<file path="config.mk">
export PLATFORM = sky130hd
export DESIGN_NAME = seq_det_ctrl
export DESIGN_NICKNAME = d
export VERILOG_FILES = /design/src/rtl/seq_det_ctrl.sv
export SDC_FILE = /design/constraint.sdc
export NUM_CORES = 1
export LEC_CHECK = 0
export CAP_MARGIN = 25
export CORE_AREA = 2 2 52 54
export DETAILED_ROUTE_END_ITERATION = 8
export DIE_AREA = 0 0 54 56
export PLACE_DENSITY = 0.74
export RECOVER_POWER = 100
export SYNTH_ARGS = -nofsm -noshare
export SYNTH_HDL_FRONTEND = slang
export SYNTH_SLANG_ARGS = --single-unit
</file>
<file path="constraint.sdc">
create_clock -name clk -period 2.3 [get_ports clk]
set_input_delay 0.345 -clock clk [delete_from_list [all_inputs] [get_ports clk]]
set_output_delay 0.345 -clock clk [all_outputs]
set_load 0.02 [all_outputs]
</file>
<file path="src/rtl/seq_det_ctrl.sv">
// Word-serial overlapping "101" detector with a valid/ready handshake on both sides.
// Define SEQ_CARRY_EN to carry detector state across word boundaries.
module seq_det_ctrl #(
  parameter  int WIDTH = 8,
  localparam int CW    = $clog2(WIDTH + 1)
) (
  input  logic             clk,
  input  logic             reset,
  input  logic             in_valid,
  output logic             in_ready,
  input  logic [WIDTH-1:0] in_data,
  output logic             out_valid,
  input  logic             out_ready,
  output logic [CW-1:0]    out_count,
  output logic             out_hit,
  output logic             busy
);

  localparam int IW = (WIDTH > 1) ? $clog2(WIDTH) : 1;

  typedef enum logic [1:0] {IDLE, SHIFT, DONE} state_t;
  typedef enum logic [1:0] {D0, D1, D2} det_t;

  state_t           state;
  det_t             det;
  det_t             det_next;
  logic [WIDTH-1:0] data;
  logic [IW-1:0]    idx;
  logic [CW-1:0]    count;
  logic             bit_in;
  logic             match;
  logic             accept;

  assign accept = (state == IDLE) && in_valid && in_ready;

  always_comb begin
    bit_in   = data[idx];
    match    = (det == D2) && bit_in;
    det_next = D0;
    case (det)
      D0:      det_next = bit_in ? D1 : D0;
      D1:      det_next = bit_in ? D1 : D2;
      D2:      det_next = bit_in ? D1 : D0;
      default: det_next = D0;
    endcase
  end

  // Word capture is datapath only; control below decides when it is consumed.
  always_ff @(posedge clk) begin
    if (accept)
      data <= in_data;
  end

  always_ff @(posedge clk or posedge reset) begin
    if (reset) begin
      state     <= IDLE;
      det       <= D0;
      count     <= '0;
      idx       <= IW'(WIDTH - 1);
      in_ready  <= 1'b1;
      out_valid <= 1'b0;
      out_count <= '0;
      out_hit   <= 1'b0;
      busy      <= 1'b0;
    end else begin
      case (state)
        IDLE: begin
          if (accept) begin
            state    <= SHIFT;
            in_ready <= 1'b0;
            busy     <= 1'b1;
            idx      <= IW'(WIDTH - 1);
            count    <= '0;
`ifdef SEQ_CARRY_EN
            det      <= det;
`else
            det      <= D0;
`endif
          end
        end
        SHIFT: begin
          det   <= det_next;
          count <= count + CW'(match);
          idx   <= idx - 1'b1;
          if (idx == '0) begin
            state <= DONE;
            busy  <= 1'b0;
          end
        end
        DONE: begin
          // First DONE cycle registers the result; it is then held until taken.
          if (!out_valid) begin
            out_valid <= 1'b1;
            out_count <= count;
            out_hit   <= (count != '0);
          end else if (out_ready) begin
            out_valid <= 1'b0;
            state     <= IDLE;
            in_ready  <= 1'b1;
          end
        end
        default: begin
          state    <= IDLE;
          in_ready <= 1'b1;
          busy     <= 1'b0;
        end
      endcase
    end
  end

endmodule

</file>
==> flow_summary.json, run 1 <==
{
  "run_status": "finished clean",
  "critPathCaptureType": "flip-flop",
  "synthesis.instances": 99,
  "synth.avg_cell_area_um2": 12.1,
  "place_congestion": 0.727,
  "clkTransAtPathRegs_ps": 120,
  "synthToLayoutAreaGrowth_pct": 18.7,
  "leakage_power_nw": 0.618,
  "globalRouteOverflowTotal": 0,
  "initial_cell_density_of_the_core_pct": 49.2,
  "drt_drc_violations_left": 0,
  "setup_tns_ps": 0,
  "cp.arrival_ps": 2210,
  "gr-max-usage-layer": "met2",
  "cts_hold_repair.buffers": 0,
  "yosysWarningCount": 0,
  "drt_first_iter_violations": 11,
  "tritoncts": "done",
  "register_bit_count_reported_by_yosys": 27,
  "portBuffers": 19,
  "power.share.sequential_pct": 51.6,
  "p_per_area_nw_per_um2": 1020,
  "p_switching_mw": 0.529,
  "synth.area.top_cells": "dfrtp_1 (31%), edfxtp_1 (20%), dfstp_2 (8.8%)",
  "final.fill_count": 210,
  "die_height_um": 56,
  "worst_hold_startpoint": "out_count[0]",
  "cts_max_path_buffers": 2,
  "setup-violations-final": 0,
  "num-nets-final": 136,
  "via_per_inst": 5.43,
  "hpwlAfterDp_um": 1540,
  "post-synth-top-area-fraction_pct": 31.3,
  "antenna_violations_before_repair": 0,
  "clkLatencyLatePin_ps": 330,
  "design.die.area_um2": 3020,
  "critical_path_required_ps": 2520,
  "global_route.usage.total_pct": 15.7,
  "period_share_pct": 86.8,
  "cts-htree-levels": 1,
  "clock_power_share_pct": 13.7,
  "drt-total-wl_um": 2010,
  "worstReg2RegStart": "idx[0]",
  "hold_violations": 0,
  "route.antenna.remaining_nets": 0,
  "core_um2": 2430,
  "finalMaxSlewViolations": 0,
  "timing.reg2reg.worst_path_depth": 9,
  "layout_skew_ps": 9.83,
  "max_freq_mhz": 501,
  "fin_worst_hold_slack_ps": 522,
  "critical_path.reg2reg.endpoint": "count[3]",
  "hold_class": "reg -> reg",
  "cts.sinks": 27,
  "syn-num-nets": 115,
  "startpoint_type": "flip-flop",
  "timing_worst_setup_path_type": "reg -> reg",
  "drt_pass1_iterations": 4,
  "tritoncts.num_buffers": 3,
  "die_width_um": 54,
  "power.internal_mw": 0.927,
  "worst-r2r-setup-slack_ps": 300,
  "power.share.switching_pct": 36.3,
  "final_layout_size_suffix_gt1_share_pct": 8.40,
  "max_slew_margin_pct": 52.3,
  "power.combinational.fraction_pct": 34.7,
  "average_wire_per_standard_cell_um": 13.5,
  "grt_pass1_wl_um": 3440,
  "worstMarginPinSlew_ps": 715,
  "netlist_area_um2": 1200,
  "grt_setup_unrepaired": "false",
  "ff_latch_area_um2": 721,
  "seq_area_frac_synth_pct": 60.2,
  "antenna_cells_inserted": 0,
  "io_pins": 20,
  "fin_crit_ps": 2000,
  "grt.met2_usage_pct": 28.4,
  "placement_rows": 18,
  "synth_cell_types": 32,
  "crit_path_launch": "idx[0]",
  "vias": 809,
  "multi_input_comb_area_um2": 420,
  "ir_worst_vdd_uv": 519,
  "maxCapViolations": 0,
  "post-synth-top-area-cell": "dfrtp_1",
  "grt_util_met1_pct": 16.1,
  "cts_repair_resize_count": 0,
  "cts_post_setup_buffers_inserted": 0,
  "largest_net_degree_at_the_start_of_global_routing": 20,
  "critical_path.max_fanout": 7,
  "root_buffer": "clkbuf_4",
  "grt_use_met3_pct": 2.42,
  "first_global_vias": 858,
  "whs_path_depth": 1,
  "holdPathEnd": "out_count[0]"
}
## layer usage
metal  share of wire [%]  wire [µm]
met1                  39        786
met2                  54       1090
met4                 2.4         48
met3                 4.3         86
met5                   0          0
## flip-flops by register name, summed over array words and instances (netlist names)
| signal | flops |
|---|---|
| det | 2 |
| busy | 1 |
| state | 2 |
| data | 8 |
| idx | 3 |
| out_count | 4 |
| out_hit | 1 |
| in_ready | 1 |
| out_valid | 1 |
| count | 4 |
## through the flow
step,power [mW],setup WS [ps],utilization [%],std cells,cell area (µm²)
6_report,1.46,303,58.4,149,1420
5_1_grt,1.57,92.8,58.4,149,1420
4_1_cts,1.49,322,58.7,149,1430
3_5_place_dp,1.30,348,57.6,145,1400
3_3_place_gp,1.27,405,57.6,145,1400
2_1_floorplan,1.14,464,-,99,1200
## cell families (layout without fill, tap and decap cells)
logic type               Yosys count  count (layout)  synth area share (%)
AO/OA/AOI/OAI                     20              20                  10.6
buffers and inverters             10              30                  4.49
multiplexers                       9               9                  7.94
flip-flops                        27              27                  60.2
adder cells (fa/ha/maj)            4               4                  4.18
AND/OR/NAND/NOR                   29              29                  12.6
## placed cells by master, fill, tap and decap left out, types with 2 or more instances in the layout
master / instances
a21oi_1: 6
a22o_1: 3
a22oi_1: 2
clkbuf_1: 2
clkbuf_4: 3
clkdlybuf4s50_1: 2
dfrtp_1: 15
dfstp_2: 3
dlygate4sd3_1: 17
edfxtp_1: 8
ha_1: 4
inv_1: 6
mux2_2: 4
mux2i_1: 5
nand2_1: 8
nand2b_1: 4
nand3_1: 5
nor2_1: 3
nor2b_1: 2
o21ai_0: 5
## final cells by class
| type | count | area share, % |
|---|---|---|
| tap | 30 | 2.64 |
| clock buffer | 4 | 1.85 |
| sequential | 27 | 50.7 |
| timing repair buffer | 20 | 13.6 |
| inverter | 6 | 1.58 |
| multi-input combinational | 62 | 29.6 |
## synthesized netlist by cell type (all sizes together)
master	instances
dfrtp	15
edfxtp	8
nand2	8
a21oi	6
inv	6
mux2i	5
nand3	5
o21ai	5
buf	4
dfstp	4
ha	4
mux2	4
nand2b	4
a22o	3
nor2	3
a22oi	2
nor2b	2
a31oi	1
a32o	1
and2	1
nand3b	1
nand4	1
nor3	1
nor3b	1
nor4	1
o22ai	1
o31ai	1
or2	1
## power by group through the flow
stage / clock network [mW] / registers [mW] / logic, mW
final: 0.200 / 0.752 / 0.505
after global routing: 0.229 / 0.775 / 0.571
after CTS: 0.203 / 0.756 / 0.532
after detailed placement: 0 / 0.764 / 0.531
after global placement: 0 / 0.757 / 0.511
after floorplan: 0 / 0.751 / 0.389
## worst max-delay path by stage
stage          endpoint  slack [ps]  depth (start not counted)
2_1_floorplan  count[2]         460                         10
3_3_place_gp   count[2]         400                          9
3_5_place_dp   count[3]         350                          9
4_1_cts        count[3]         320                          9
5_1_grt        count[3]          90                          9
6_report       count[3]         300                          9
## critical path: stages (launching register included)
cell     delay [ps]
dfstp_2         640
mux2i_1         100
nand3_1          90
nand4_1         150
nor3b_1         220
ha_1            200
nand3_1         100
and2_1          170
o21ai_0         130
o31ai_1          90
Power figures use the tool's default switching activity.
==> inputs of run 2 (changes only) <==
==> constraint.sdc (replaced) <==
create_clock -name clk -period 2.2 [get_ports clk]
set_input_delay 0.33 -clock clk [delete_from_list [all_inputs] [get_ports clk]]
set_output_delay 0.33 -clock clk [all_outputs]
set_load 0.02 [all_outputs]
==> run 2 against run 1 <==
Effect of this change: sequential share of layout area stayed put; clock skew stayed put; register-to-register slack worse by 70 ps; sequential power is 4.5% higher; final cell count stayed put; routed wire length hardly changed; first-iteration DRC count is 18% higher; global-route usage stayed put; hold slack stayed put; largest cell class unchanged; largest power group unchanged.
==> flow_summary.json, run 2 (synthesis gave the netlist of run 1 again) <==
{
  "crit_path_launch": "idx[0]",
  "cts-htree-levels": 1,
  "registers.top_by_ff_count": "data",
  "whs_path_depth": 1,
  "timing_worst_setup_path_type": "reg -> reg",
  "critPathCaptureType": "flip-flop",
  "critical_path_required_ps": 2420,
  "leakage_power_nw": 0.618,
  "critical_path.reg2reg.endpoint": "count[3]",
  "design.die.area_um2": 3020,
  "hold_violations": 0,
  "grt_setup_unrepaired": "false",
  "mostFrequentLayoutCells": "dlygate4sd3_1 (17), dfrtp_1 (15), nand2_1 (8), edfxtp_1 (8)",
  "clkTransAtPathRegs_ps": 120,
  "worstReg2RegStart": "idx[0]",
  "grt_pass1_wl_um": 3440,
  "setup-violations-final": 0,
  "drt_pass1_iterations": 4,
  "timing.reg2reg.worst_path_depth": 9,
  "setup_tns_ps": 0,
  "root_buffer": "clkbuf_4",
  "grt.met2_usage_pct": 28.4,
  "max_slew_margin_pct": 52.3,
  "cts_post_setup_buffers_inserted": 0,
  "worst-r2r-setup-slack_ps": 240,
  "placement_rows": 18,
  "top_regs": "data x8, count x4, out_count x4",
  "detailed_place.area_um2": 1400,
  "layout_skew_ps": 9.83,
  "maxCapViolations": 0,
  "hpwlAfterDp_um": 1540,
  "gr-max-usage-layer": "met2",
  "postLayoutCoreUtil_pct": 58.4,
  "finalMaxSlewViolations": 0,
  "antenna_cells_inserted": 0,
  "tritoncts.num_buffers": 3,
  "cts_max_path_buffers": 2,
  "tritoncts": "done",
  "vias": 805,
  "synthToLayoutAreaGrowth_pct": 18.7,
  "cpPeakStageDelay_ps": 640,
  "cts_hold_repair.buffers": 0,
  "max_reg_flops": 8,
  "worstMarginPinSlew_ps": 715,
  "route.antenna.remaining_nets": 0,
  "hold_class": "reg -> reg",
  "finish.instance_area_um2": 1420,
  "critical_path.slowest_cell": "dfstp_2",
  "die_width_um": 54,
  "crit_path_frequent_cell": "nand3_1",
  "portBuffers": 19,
  "drt_drc_violations_left": 0,
  "die_height_um": 56,
  "final_layout_size_suffix_gt1_share_pct": 8.40,
  "fin_crit_ps": 1960,
  "largest_net_degree_at_the_start_of_global_routing": 20,
  "via_per_inst": 5.40,
  "grt_util_met1_pct": 16.1,
  "first_global_vias": 858,
  "crit_buf_inv": 0,
  "drt_first_iter_violations": 13,
  "ir_worst_vdd_uv": 544,
  "drt-total-wl_um": 2010,
  "most_common_cell_after_layout_fill_and_taps_aside": "dlygate4sd3_1",
  "worst_hold_startpoint": "out_count[0]",
  "initial_cell_density_of_the_core_pct": 49.2,
  "timing.critical_path.max_delay_family": "simple AND/OR/NAND/NOR gates",
  "global_route.usage.total_pct": 15.7,
  "average_wire_per_standard_cell_um": 13.5,
  "cp.arrival_ps": 2180,
  "clkLatencyLatePin_ps": 330,
  "globalRouteOverflowTotal": 0,
  "place_congestion": 0.727,
  "num-nets-final": 136,
  "grt_use_met3_pct": 2.42,
  "max_freq_mhz": 509,
  "startpoint_type": "flip-flop",
  "critical_path.max_fanout": 7,
  "run_status": "finished clean",
  "p_per_area_nw_per_um2": 1070,
  "core_um2": 2430,
  "io_pins": 20,
  "antenna_violations_before_repair": 0,
  "design_power_total_mw": 1.52,
  "period_share_pct": 89.3,
  "cts.sinks": 27,
  "cts_repair_resize_count": 0,
  "holdPathEnd": "out_count[0]",
  "timing.critical_path.cells": "mux2i_1 -> nand3_1 -> nand4_1 -> nor3b_1 -> ha_1 -> nand3_1 -> and2_1 -> o21ai_1 -> o31ai_1"
}
## run 2: cell counts in the layout (fill, tap and decap cells not counted)
No cell type changed its count.
## run 2: worst max path at each step
stage               endpoint  slack [ps]  cells past startpoint
finish              count[3]         240                      9
global route        count[3]          30                      9
CTS                 count[3]         220                      9
detailed placement  count[3]         250                      9
global placement    count[2]         300                      9
floorplan           count[2]         360                     10
## run 2: power by group
part / switching [mW] / internal [mW] / total, mW / leakage, nW
sequential: 0.130 / 0.656 / 0.786 / 0.309
clock: 0.138 / 0.0712 / 0.209 / 0.0150
combinational: 0.286 / 0.243 / 0.529 / 0.294
total: 0.554 / 0.969 / 1.52 / 0.618
## run 2: area by class of cell
class	count	area, µm²
multi-input cells	62	420
inverters	6	22.5
fillers	210	1010
flip-flops and latches	27	721
well taps	30	37.5
clock buffers	4	26.3
repair buffers	20	194
## run 2: routing by layer
layer / vias up / part of all wire [%]
li1: 391 / -
met1: 389 / 39
met2: 19 / 54
met3: 6 / 4.0
met4: 0 / 2.4
met5: - / 0
## run 2: worst reg2reg max path, delay by kind of cell (launching register included)
family	cells	cell delay, ps
AND/OR/NAND/NOR	5	730
flip-flops	1	640
AO/OA/AOI/OAI	2	190
adder cells (fa/ha/maj)	1	200
multiplexers	1	100
## run 2: stage by stage
step,hold WS [ps],setup slack (ps),instances
final,522,235,149
after global routing,543,33.7,149
after CTS,420,222,149
after detailed placement,499,248,145
after global placement,490,305,145
after floorplan,278,364,99
==> inputs of run 3 (changes only) <==
--- a/config.mk
+++ b/config.mk
@@ -5,11 +5,12 @@
 export SDC_FILE = /design/constraint.sdc
 export NUM_CORES = 1
 export LEC_CHECK = 0
+export ABC_AREA = 1
 export CAP_MARGIN = 25
-export CORE_AREA = 2 2 52 54
+export CORE_AREA = 2 2 53 55
 export DETAILED_ROUTE_END_ITERATION = 8
-export DIE_AREA = 0 0 54 56
-export PLACE_DENSITY = 0.74
+export DIE_AREA = 0 0 55 57
+export PLACE_DENSITY = 0.72
 export RECOVER_POWER = 100
 export SYNTH_ARGS = -nofsm -noshare
 export SYNTH_HDL_FRONTEND = slang
==> run 3 against run 2 <==
Effect of this change: via count rose by 12%; critical endpoint is now in_ready; synthesized cell count rose by 24%; clock power rose by 4%; fmax rose by 4.3%; register-to-register slack improved by 170 ps; first-iteration DRC count rose by 7.7%; routed wire length rose by 4.0%.
==> flow_summary.json, run 3 <==
{
  "run_status": "finished clean",
  "post-synth-top-area-fraction_pct": 31.0,
  "num-nets-final": 163,
  "clkTransAtPathRegs_ps": 140,
  "drt_pass1_iterations": 4,
  "synthMostInstantiatedCell": "nand2_1",
  "worst-r2r-setup-slack_ps": 410,
  "route.antenna.remaining_nets": 0,
  "dr_wl_met3_um": 102,
  "grt_setup_unrepaired": "false",
  "clkLatencyLatePin_ps": 330,
  "p_per_area_nw_per_um2": 1290,
  "met1Wirelength_um": 888,
  "vias": 900,
  "core_um2": 2620,
  "via_per_inst": 5.08,
  "cts-htree-levels": 1,
  "hold_class": "reg -> reg",
  "leakage_power_nw": 0.699,
  "die_height_um": 57,
  "holdPathEnd": "in_ready",
  "cts_post_setup_buffers_inserted": 0,
  "synth-edff-count": 8,
  "largest_net_degree_at_the_start_of_global_routing": 20,
  "placement_rows": 19,
  "mostFrequentLayoutCells": "nand2_1 (34), inv_1 (19), dlygate4sd3_1 (17)",
  "cts_repair_resize_count": 0,
  "setup-violations-final": 0,
  "fin_crit_ps": 1880,
  "ir_worst_vdd_uv": 652,
  "synthFlopType": "dfrtp_1",
  "critical_path.max_fanout": 3,
  "drt_first_iter_violations": 14,
  "cpPeakStageDelay_ps": 670,
  "grt_pass1_wl_um": 3520,
  "timing.reg2reg.worst_path_depth": 10,
  "final_layout_size_suffix_gt1_share_pct": 7.53,
  "worstReg2RegStart": "idx[0]",
  "drt_drc_violations_left": 0,
  "top_regs": "data x8, count x4, out_count x4",
  "initial_cell_density_of_the_core_pct": 46.3,
  "cts_max_path_buffers": 2,
  "most_common_cell_after_layout_fill_and_taps_aside": "nand2_1",
  "critical_path.slowest_cell": "dlygate4sd3_1",
  "maxCapViolations": 0,
  "crit_buf_inv": 1,
  "post-synth-top-area-cell": "dfrtp_1",
  "post_synth_most_frequent_cells": "nand2_1 (32), inv_1 (18), dfrtp_1 (15)",
  "average_wire_per_standard_cell_um": 11.8,
  "yosysWarningCount": 0,
  "hold_violations": 0,
  "netlist_area_um2": 1210,
  "timing.critical_path.max_delay_family": "buffers and inverters",
  "layout_skew_ps": 2.92,
  "finalMaxSlewViolations": 0,
  "timing.critical_path.cells": "dlygate4sd3_1",
  "tritoncts": "done",
  "worstMarginPinSlew_ps": 733,
  "cts.sinks": 27,
  "critical_path.reg2reg.endpoint": "count[1]",
  "startpoint_type": "flip-flop",
  "antenna_cells_inserted": 0,
  "max_freq_mhz": 531,
  "max_slew_margin_pct": 51.1,
  "seq_area_frac_synth_pct": 59.6,
  "whs_path_depth": 2,
  "cp.arrival_ps": 1550,
  "tritoncts.num_buffers": 3,
  "critical_path_required_ps": 1870,
  "synth_cell_types": 21,
  "worst_hold_startpoint": "in_ready",
  "antenna_violations_before_repair": 0,
  "hpwlAfterDp_um": 1600,
  "synthToLayoutAreaGrowth_pct": 19.1,
  "first_global_vias": 856,
  "period_share_pct": 85.6,
  "drt-total-wl_um": 2090,
  "die_width_um": 55,
  "highest_metal_layer_with_signal_wires": "met4",
  "globalRouteOverflowTotal": 0,
  "place_congestion": 0.822,
  "max_reg_flops": 8,
  "syn-num-nets": 139,
  "synth.avg_cell_area_um2": 9.84,
  "design.die.area_um2": 3140,
  "synthesis.instances": 123,
  "postLayoutCoreUtil_pct": 55.1,
  "critPathCaptureType": "primary output",
  "synth-async-reset-ratio_pct": 70.4,
  "timing_worst_setup_path_type": "reg -> out",
  "portBuffers": 19,
  "setup_tns_ps": 0,
  "io_pins": 20,
  "wl_met2_um": 1070,
  "synth.area.top_cells": "dfrtp_1 (31%), edfxtp_1 (20%), nand2_1 (9.9%)",
  "global_route.usage.total_pct": 15.3,
  "registers.top_by_ff_count": "data",
  "cts_hold_repair.buffers": 0,
  "register_bit_count_reported_by_yosys": 27,
  "root_buffer": "clkbuf_4"
}
run 3: cell count changes in the layout (fill, tap and decap cells not counted), moves of 4 or more:
cell / before / now
nand2_1: 8 / 34
nand2b_1: 4 / 0
mux2i_1: 5 / 0
mux2_2: 4 / 0
nand3_1: 5 / 11
inv_1: 6 / 19
o21ai_0: 4 / 12
run 3: where the power goes:
group          leakage (nW)  switching [mW]  internal (mW)  total [mW]
logic                 0.371           0.510          0.307       0.818
clock network        0.0150           0.146         0.0711       0.218
registers             0.312           0.107          0.715       0.822
total                 0.699           0.764           1.09        1.86
run 3: kinds of logic (layout without fill, tap and decap cells):
group                      Yosys count  count (layout)  share of synthesized area, %
DFF                                 27              27                          59.6
muxes                                1               1                          1.24
and+or+nand+nor                     51              51                          19.1
buffers and inverters               21              44                          6.51
xor gates and xnor gates             1               1                         0.724
adders and majority gates            4               4                          4.14
AOI/OAI and AO/OA                   18              18                          8.69
run 3: layout make-up:
| type | count | area (µm²) |
|---|---|---|
| fill | 261 | 1170 |
| sequential | 27 | 721 |
| multi-input combinational | 75 | 387 |
| timing repair buffer | 19 | 190 |
| inverter | 21 | 78.8 |
| tap | 31 | 38.8 |
| clock buffer | 4 | 26.3 |
run 3: worst min-delay path, cell delays in order (launching register included):
cell     delay [ps]
dfstp_2         400
nand2_1          50
o21ai_1          60
run 3: routing by layer:
layer / vias to the layer above / global-route usage (%)
met5: - / 0
met4: 0 / 5.57
met3: 5 / 2.62
met2: 23 / 26.0
met1: 427 / 19.2
li1: 445 / -
run 3: metrics by stage:
| step | setup WS [ps] | instances | total power, mW | area (µm²) | hold WS (ps) |
|---|---|---|---|---|---|
| after floorplan | 636 | 123 | 1.44 | 1210 | 278 |
| after global placement | 584 | 173 | 1.70 | 1440 | 459 |
| after detailed placement | 496 | 173 | 1.74 | 1440 | 472 |
| after CTS | 372 | 177 | 1.95 | 1470 | 455 |
| after global routing | 170 | 177 | 2.01 | 1440 | 530 |
| final | 317 | 177 | 1.86 | 1440 | 496 |
run 3: worst max path at each step:
stage | from | end | slack (ps) | cells past startpoint
floorplan | idx[0] | count[1] | 640 | 10
global placement | idx[0] | count[1] | 580 | 10
detailed placement | idx[0] | count[1] | 500 | 10
CTS | in_ready | in_ready | 370 | 1
global route | idx[0] | count[3] | 170 | 11
finish | in_ready | in_ready | 320 | 1
